==> src/rtl/mul_pkg.sv <==
// Shared types and constants for the mul_sched multiplier scheduler.
package mul_pkg;

    typedef enum logic [1:0] {
        IDLE,
        MUL,
        RSP
    } state_e;

    // Width of a requester index; never narrower than one bit.
    function automatic int id_width(input int n);
        return (n > 1) ? $clog2(n) : 1;
    endfunction

    function automatic int sat_pos(input int size);
        return (1 << (size - 1)) - 1;
    endfunction

    function automatic int sat_neg(input int size);
        return -(1 << (size - 1));
    endfunction

endpackage

==> src/rtl/mul16.sv <==
// 16x16 signed multiplier: full 32-bit product plus 16-bit signed overflow flag.
module mul16 (
    input  logic signed [15:0] a,
    input  logic signed [15:0] b,
    output logic signed [31:0] p,
    output logic               ovf
);
    assign p   = 32'(a) * 32'(b);
    assign ovf = !((&p[31:15]) || !(|p[31:15]));
endmodule

==> src/rtl/mul8.sv <==
// 8x8 signed multiplier: full 16-bit product plus 8-bit signed overflow flag.
module mul8 (
    input  logic signed [7:0]  a,
    input  logic signed [7:0]  b,
    output logic signed [15:0] p,
    output logic               ovf
);
    assign p   = 16'(a) * 16'(b);
    assign ovf = !((&p[15:7]) || !(|p[15:7]));
endmodule

==> src/rtl/mul_sched.sv <==
// Round-robin scheduler sharing one signed multiplier among NREQ requesters.
// Optional result saturation is enabled by defining MUL_SCHED_SATURATE_EN.
module mul_sched
    import mul_pkg::*;
#(
    parameter int NREQ = 4,
    parameter int SIZE = 16
) (
    input  logic                                  clk,
    input  logic                                  rst,
    input  logic [NREQ-1:0]                       req_valid,
    output logic [NREQ-1:0]                       req_ready,
    input  logic [NREQ*SIZE-1:0]                  req_a,
    input  logic [NREQ*SIZE-1:0]                  req_b,
    output logic                                  rsp_valid,
    input  logic                                  rsp_ready,
    output logic [mul_pkg::id_width(NREQ)-1:0]    rsp_id,
    output logic [2*SIZE-1:0]                     rsp_out,
    output logic                                  rsp_overflow
);
    localparam int IW = id_width(NREQ);

    state_e                   state_q, state_d;
    logic [IW-1:0]            last_q, last_d;
    logic [IW-1:0]            id_q, id_d;
    logic signed [SIZE-1:0]   a_q, a_d, b_q, b_d;
    logic [2*SIZE-1:0]        rsp_out_q, rsp_out_d;
    logic [IW-1:0]            rsp_id_q, rsp_id_d;
    logic                     rsp_ovf_q, rsp_ovf_d;

    logic                     grant_found;
    logic [IW-1:0]            grant_idx;
    logic [IW-1:0]            cand;
    int                       base;
    logic signed [2*SIZE-1:0] prod;
    logic                     prod_ovf;
    logic                     mul_ovf_unused;
    logic [2*SIZE-1:0]        rsp_out_next;

    generate
        if (SIZE == 8) begin : g_mul8
            mul8 u_mul (.a(a_q), .b(b_q), .p(prod), .ovf(mul_ovf_unused));
        end else begin : g_mul16
            mul16 u_mul (.a(a_q), .b(b_q), .p(prod), .ovf(mul_ovf_unused));
        end
    endgenerate

    assign prod_ovf = !((&prod[2*SIZE-1:SIZE-1]) || !(|prod[2*SIZE-1:SIZE-1]));

`ifdef MUL_SCHED_SATURATE_EN
    localparam logic [2*SIZE-1:0] SAT_POS = (2*SIZE)'(sat_pos(SIZE));
    localparam logic [2*SIZE-1:0] SAT_NEG = (2*SIZE)'(sat_neg(SIZE));

    always_comb begin
        rsp_out_next = prod;
        if (prod_ovf) begin
            rsp_out_next = prod[2*SIZE-1] ? SAT_NEG : SAT_POS;
        end
    end
`else
    assign rsp_out_next = prod;
`endif

    // Search starts just after the last winner so every requester gets a turn.
    always_comb begin
        grant_found = 1'b0;
        grant_idx   = '0;
        cand        = '0;
        for (int k = 1; k <= NREQ; k++) begin
            cand = IW'((int'(last_q) + k) % NREQ);
            if (!grant_found && req_valid[cand]) begin
                grant_found = 1'b1;
                grant_idx   = cand;
            end
        end
    end

    always_comb begin
        state_d   = state_q;
        last_d    = last_q;
        id_d      = id_q;
        a_d       = a_q;
        b_d       = b_q;
        rsp_out_d = rsp_out_q;
        rsp_id_d  = rsp_id_q;
        rsp_ovf_d = rsp_ovf_q;
        req_ready = '0;
        base      = int'(grant_idx) * SIZE;
        case (state_q)
            IDLE: begin
                if (grant_found) begin
                    req_ready[grant_idx] = 1'b1;
                    a_d     = req_a[base +: SIZE];
                    b_d     = req_b[base +: SIZE];
                    id_d    = grant_idx;
                    last_d  = grant_idx;
                    state_d = MUL;
                end
            end
            MUL: begin
                rsp_out_d = rsp_out_next;
                rsp_ovf_d = prod_ovf;
                rsp_id_d  = id_q;
                state_d   = RSP;
            end
            RSP: begin
                if (rsp_ready) begin
                    state_d = IDLE;
                end
            end
            default: state_d = IDLE;
        endcase
    end

    always_ff @(posedge clk or posedge rst) begin
        if (rst) begin
            state_q   <= IDLE;
            last_q    <= IW'(NREQ - 1);
            id_q      <= '0;
            a_q       <= '0;
            b_q       <= '0;
            rsp_out_q <= '0;
            rsp_id_q  <= '0;
            rsp_ovf_q <= 1'b0;
        end else begin
            state_q   <= state_d;
            last_q    <= last_d;
            id_q      <= id_d;
            a_q       <= a_d;
            b_q       <= b_d;
            rsp_out_q <= rsp_out_d;
            rsp_id_q  <= rsp_id_d;
            rsp_ovf_q <= rsp_ovf_d;
        end
    end

    assign rsp_valid    = (state_q == RSP);
    assign rsp_out      = rsp_out_q;
    assign rsp_id       = rsp_id_q;
    assign rsp_overflow = rsp_ovf_q;

endmodule

==> config.mk <==
export PLATFORM = sky130hd
export DESIGN_NAME = mul_sched
export DESIGN_NICKNAME = d
export VERILOG_FILES = /design/src/rtl/mul_pkg.sv /design/src/rtl/mul16.sv /design/src/rtl/mul8.sv /design/src/rtl/mul_sched.sv
export SDC_FILE = /design/constraint.sdc
export NUM_CORES = 1
export LEC_CHECK = 0
export ABC_AREA = 1
export BUFFER_PORTS_ARGS = -buffer_cell sky130_fd_sc_hd__buf_4
export CAP_MARGIN = 10
export CORE_MARGIN = 2
export CORE_UTILIZATION = 30
export CTS_CLUSTER_DIAMETER = 50
export DETAILED_ROUTE_END_ITERATION = 12
export PLACE_DENSITY = 0.51
export SYNTH_ARGS = -nofsm -noshare
export SYNTH_HDL_FRONTEND = slang
export SYNTH_SLANG_ARGS = --single-unit
==> constraint.sdc <==
create_clock -name clk -period 11.9 [get_ports clk]
set_input_delay 1.785 -clock clk [delete_from_list [all_inputs] [get_ports clk]]
set_output_delay 1.785 -clock clk [all_outputs]
set_load 0.05 [all_outputs]
* After elaboration in Yosys (flattened, before gate mapping)
Cells that the tools add are included.
** Storage, ports and cells
- Register bits after elaboration :: 73
- Bits of input ports :: 135
- Output and inout bits :: 40
- Logic and storage cells :: 63
** Cells by class
- Add/subtract/negate cells :: 4
- $mul :: 1
- Magnitude comparators :: 6
- Equality and inequality tests :: 4
- Shift operators :: 2
- Muxes and demuxes :: 23
- Reductions and logical operators :: 15
** Operators by type and width (count)
- variable part select 64 x 7 -> 16 bit :: 2
- multiplier 16 x 16 -> 32 bit :: 1
- AND reduction 17 bit :: 1
- OR reduction 17 bit :: 1
- < comparator 2 x 3 -> 1 bit (second input constant) :: 5
- two-way mux 2 bit :: 6
- two-way mux 1 bit :: 9
- binary-select mux 1 bit (select 2 bit) :: 4
- two-way mux 4 bit :: 2
- one-hot mux 2 bit (3 select lines) :: 1
- logical NOT 1 bit :: 5
- adder 2 x 1 -> 2 bit (second input constant) :: 2
- adder 2 bit (second input constant) :: 2
- logical AND 1 bit :: 4
- AND reduction 2 bit :: 2
- demux 1 bit (select 2 bit) :: 1
- equality test 2 x 1 -> 1 bit (second input constant) :: 1
- equality test 2 bit (second input constant) :: 1
- >= comparator 2 x 1 -> 1 bit (second input constant) :: 1
- logical NOT 2 bit :: 1
- != test 2 x 1 -> 1 bit (second input constant) :: 1
- != test 2 bit (second input constant) :: 1
- logical OR 1 bit :: 1

* Longest topological paths before layout
- Depth in word-level cells :: 19
- Mapped depth :: 35
- Mapped depth without buffers :: 33

* Cells and area by module
From an unflattened synthesis, not the netlist that was laid out.
** Second synthesis, totals
- Cells, all modules :: 2163
- Area total of the unflattened synthesis :: 15561.2 um^2
** Modules (own cells, without submodules)
- mul16 :: instances 1, cells an instance 1468, area each 10916.7 um^2, sequential area each 0.0 um^2
- mul_sched :: instances 1, cells an instance 695, area each 4644.5 um^2, sequential area each 1829.3 um^2

* Least setup slack after synthesis
Ideal clock, no wire load.
- Path type :: flip-flop to flip-flop
- Start point :: reg a_q[15]
- End point :: reg rsp_ovf_q (netlist: rsp_overflow)
- Library setup time :: 0.118 ns
- Arrival :: 5.802 ns
- Required time :: 11.782 ns
- Path slack :: 5.980 ns
- Stages on the path, launching flop included :: 32
- Path buffers :: 2
- Period minus slack after synthesis :: 5.920 ns
- Path through :: dfrtp_1 -> clkbuf_1 -> clkbuf_1 -> nand2_1 -> inv_1 -> fa_1 -> inv_1 -> fa_1 -> inv_1 -> fa_1 -> inv_1 -> fa_1 -> fa_1 -> fa_1 -> inv_1 -> ha_1 -> nand2_1 -> nor2_1 -> and2_1 -> and2_1 -> nand2_1 -> nand3_1 -> nand2_1 -> nand2_1 -> nor2_1 -> nand2_1 -> nor2_1 -> nand2_1 -> nand2_1 -> nand2_1 -> nand2_1 -> nand2_1
** Between the ends
- Cells in the longest elaborated chain, start to end :: 5
- Elaborated cells on any way between the ends :: 6
- Those cells by class :: 1 x mul; 5 x reduce/logical
** Ends and longest elaborated chain
- start, declared :: RTL line mul_sched.sv:26 : logic signed [SIZE-1:0] a_q, a_d, b_q, b_d;
- start signal, assigned :: RTL line mul_sched.sv:120 : a_q <= '0;
- start signal, assigned :: RTL line mul_sched.sv:129 : a_q <= a_d;
- multiplier 16 x 16 -> 32 bit * :: RTL line mul16.sv:8 : assign p = 32'(a) * 32'(b);
- OR reduction 17 bit
- logical NOT 1 bit
- logical OR 1 bit *
- logical NOT 1 bit *
- end signal, assigned :: RTL line mul_sched.sv:133 : rsp_ovf_q <= rsp_ovf_d;
- end, declared :: RTL line mul_sched.sv:29 : logic rsp_ovf_q, rsp_ovf_d;
Mark *: on every way between the ends. The rest lies on a longest branch, timed or not.
A chain may end at the register's enable or synchronous reset.

* Worst setup path in the final report
- Start point :: reg b_q[1]
- End point :: reg rsp_ovf_q (netlist: rsp_overflow)
** Between the ends
- Cells in the longest elaborated chain, start to end :: 5
- Elaborated cells on any way between the ends :: 6
- Those cells by class :: 1 x mul; 5 x reduce/logical
** Ends and longest elaborated chain
- start, declared :: RTL line mul_sched.sv:26
- start signal, assigned :: RTL line mul_sched.sv:121 : b_q <= '0;
- start signal, assigned :: RTL line mul_sched.sv:130 : b_q <= b_d;
- multiplier 16 x 16 -> 32 bit * :: RTL line mul16.sv:8
- OR reduction 17 bit
- logical NOT 1 bit
- logical OR 1 bit *
- logical NOT 1 bit *
Marked as above.

==> run metrics <==
Crit-path slowest cell=fa_1; Post-synth EDFFs=0; clock tree buffer depth=2; clk_skew=11.1 ps; full die area=between 50000 and 60000 sq um; vias in the first global route=around 14k; hold_sp=rsp_out[3]; crit path kind=reg2reg; FF-to-FF End=rsp_overflow; Die W=228 microns; area of the mapped netlist=between 10000 and 15000 sq um; number of setup violations in the final report=0; Synth Area per Inst=7.09 sq um; final worst path period share=roughly 57%; CTS tree=built; Fin. Hold Viols=0; drt drc=0; async set-reset flop share out of synthesis=between 90% and 100%; Synth area leaders=fa_1 (35%), nand2_1 (20%), inv_1 (13%); Layout area overhead=14.1%; minimum clock period=between 6000 and 7000 ps; worst reg2reg setup slack=~5100 ps; most used cell, CP=nand2_1; critical path arrival=just over 7000 ps; Hold/Removal Path Class=reg2reg; Post-Route WL=41500 microns; slew at the pin closest to its max-slew limit=between 1000 and 1500 ps; fin nets=between 2k and 3k; hold endpoint=rsp_out[3]; syn_nets=between 2k and 3k; Initial Util=30.5%; Worst Setup End Kind=flip-flop; Slew HR=30.3%; Pre-Repair DR Iteration Count=5; first-pass GRT wire length=between 70000 and 80000 microns; top cell type's share of synthesized area=approximately a third; outcome=completed; fmax=roughly 150 MHz; Worst path max stage delay=between 700 and 800 ps; largest net degree at the start of global routing=74; CTS Buf Count=9; Critical Path RT=roughly 12000 ps; post-CTS resize count=0; Max H-tree Level=3; per-cell routed wire length=~14 microns; Synth Register Bits=73; reg2reg start=b_q[1]; kind of start point of the critical path=flip-flop; Clock Sinks=73; # IOs=~180; antenna violations before repair=0; drt via density=between 4 and 5; register area share after synthesis=between 10% and 20%; Crit Path Max Fanout=17; post-route ant nets=0; Core Area=about 49000 sq um; clock root buffer=clkbuf_16; worst hold stages=2; share of post-route cells with drive strength above 1=under 10%; GRT Util Overall=17.4%; # diodes=0; top cell type by total area after synthesis=fa_1; synth unique cells=35; Post-DP HPWL=approximately 34000 microns; YS warnings=0; port bufs=roughly 170; grt total ovfl=0; hold_buf cts=0; Final TNS setup=0 ps; Starting DRT DRC Count=606; number of fill cells=5334; Max Cap Viol=0; Post-CTS Setup Bufs=0; cell count after synthesis=between 2k and 2.5k; Worst-Skew Late Latency=about 370 ps; FF-to-FF path depth=29; Site Rows=81; GPL Wtd Cong=roughly 0.89; RSZ-0062 raised after global routing=false; CTS clk-pin slew, worst paths=60 ps; Max Slew Vio Count=0; Vias=12.7k; Primary FF master, synth=dfrtp_1; Die H=between 200 and 250 microns
-- cell families (layout without fill, tap and decap cells) --
kind of cell	count (synthesis)	in the layout	share of synthesized area, %
AND/OR/NAND/NOR	989	989	26.1
buffers and inverters	616	719	15.9
adder cells (fa/ha/maj)	344	344	41.8
flip-flops	73	73	12.2
AO/OA/AOI/OAI	67	67	2.35
XOR/XNOR	27	27	1.63
-- synthesized netlist by cell type, types with 2 or more instances --
library cell and count:
nand2_1 815, inv_1 520, fa_1 262, ha_1 82, clkbuf_1 76, dfrtp_1 71
nor2_1 68, nand3_1 64, o21ai_0 39, a21oi_1 20, xnor2_1 19, nand4_1 15
buf_6 7, xor2_1 7, and2_1 6, buf_2 6, nor3_1 5, o21ai_1 4
or2_2 4, buf_4 3, inv_2 3, nand2_2 3, dfstp_2 2, nand3b_1 2
nor2_4 2, o21bai_1 2
-- through the flow --
step	worst slack [ps]	utilization, %	std cells	instance area (sq um)	hold WS (ps)
after floorplan	5980	-	2116	15000	449
after global placement	5100	34.1	2867	16800	470
after detailed placement	5090	34.1	2867	16800	474
after CTS	5080	34.8	2883	17100	488
after global routing	4590	34.8	2883	17100	504
final	5100	34.8	2883	17100	483
-- worst max-delay path, delay by kind of cell (launching register included) --
kind	cells	cell delay (ps)
fa+ha+maj	7	3750
buf+inv	6	720
simple gates	14	1220
compound gates	2	290
flops	1	680
-- how the worst max path moves through the flow --
stage             from            to  slack [ps]
4_1_cts         b_q[1]  rsp_overflow        5080
5_1_grt         b_q[1]  rsp_overflow        4590
3_5_place_dp    b_q[1]  rsp_overflow        5090
6_report        b_q[1]  rsp_overflow        5100
3_3_place_gp    b_q[1]  rsp_overflow        5100
2_1_floorplan  a_q[15]  rsp_overflow        5980
-- area by class of cell --
type	count	area [sq um]	share of cell area, %
clock buffers	11	243	1.42
clock inverters	5	103	0.600
inverters	523	1960	11.5
multi-input cells	1427	10800	63.1
flip-flops and latches	73	1830	10.7
well taps	664	831	4.86
repair buffers	180	1350	7.90
-- placed cells by master, fill, tap and decap left out, types with 2 or more instances in the layout --
cell	n
clkbuf_16	9
bufinv_16	3
nor3_1	5
nand2_2	4
and2_1	6
o21ai_0	39
nor2_4	2
dfrtp_1	71
nand3_1	64
o21bai_1	2
or2_2	4
xor2_1	7
nor2_1	68
nand2_1	814
buf_4	180
a21oi_1	20
o21ai_1	4
inv_2	3
nand4_1	15
dfstp_2	2
clkinv_2	2
inv_1	519
xnor2_1	19
ha_1	82
fa_1	262
nand3b_1	2
-- registers in the layout (all words and copies together) (netlist names) --
name / cells
rsp_out: 32
a_q: 16
b_q: 16
id_q: 2
last_q: 2
rsp_id: 2
state_q: 2
rsp_overflow: 1
-- routing by layer --
| metal | routed length (microns) | global-route usage [%] |
|---|---|---|
| met5 | 0 | 0 |
| met4 | 915 | 5.31 |
| met3 | 1210 | 1.47 |
| met2 | 21600 | 32.2 |
| met1 | 17800 | 21.4 |
Power is left out: the tool's default activity adds up to more than one toggle a clock period on the data nets, which glitch-free logic cannot reach.
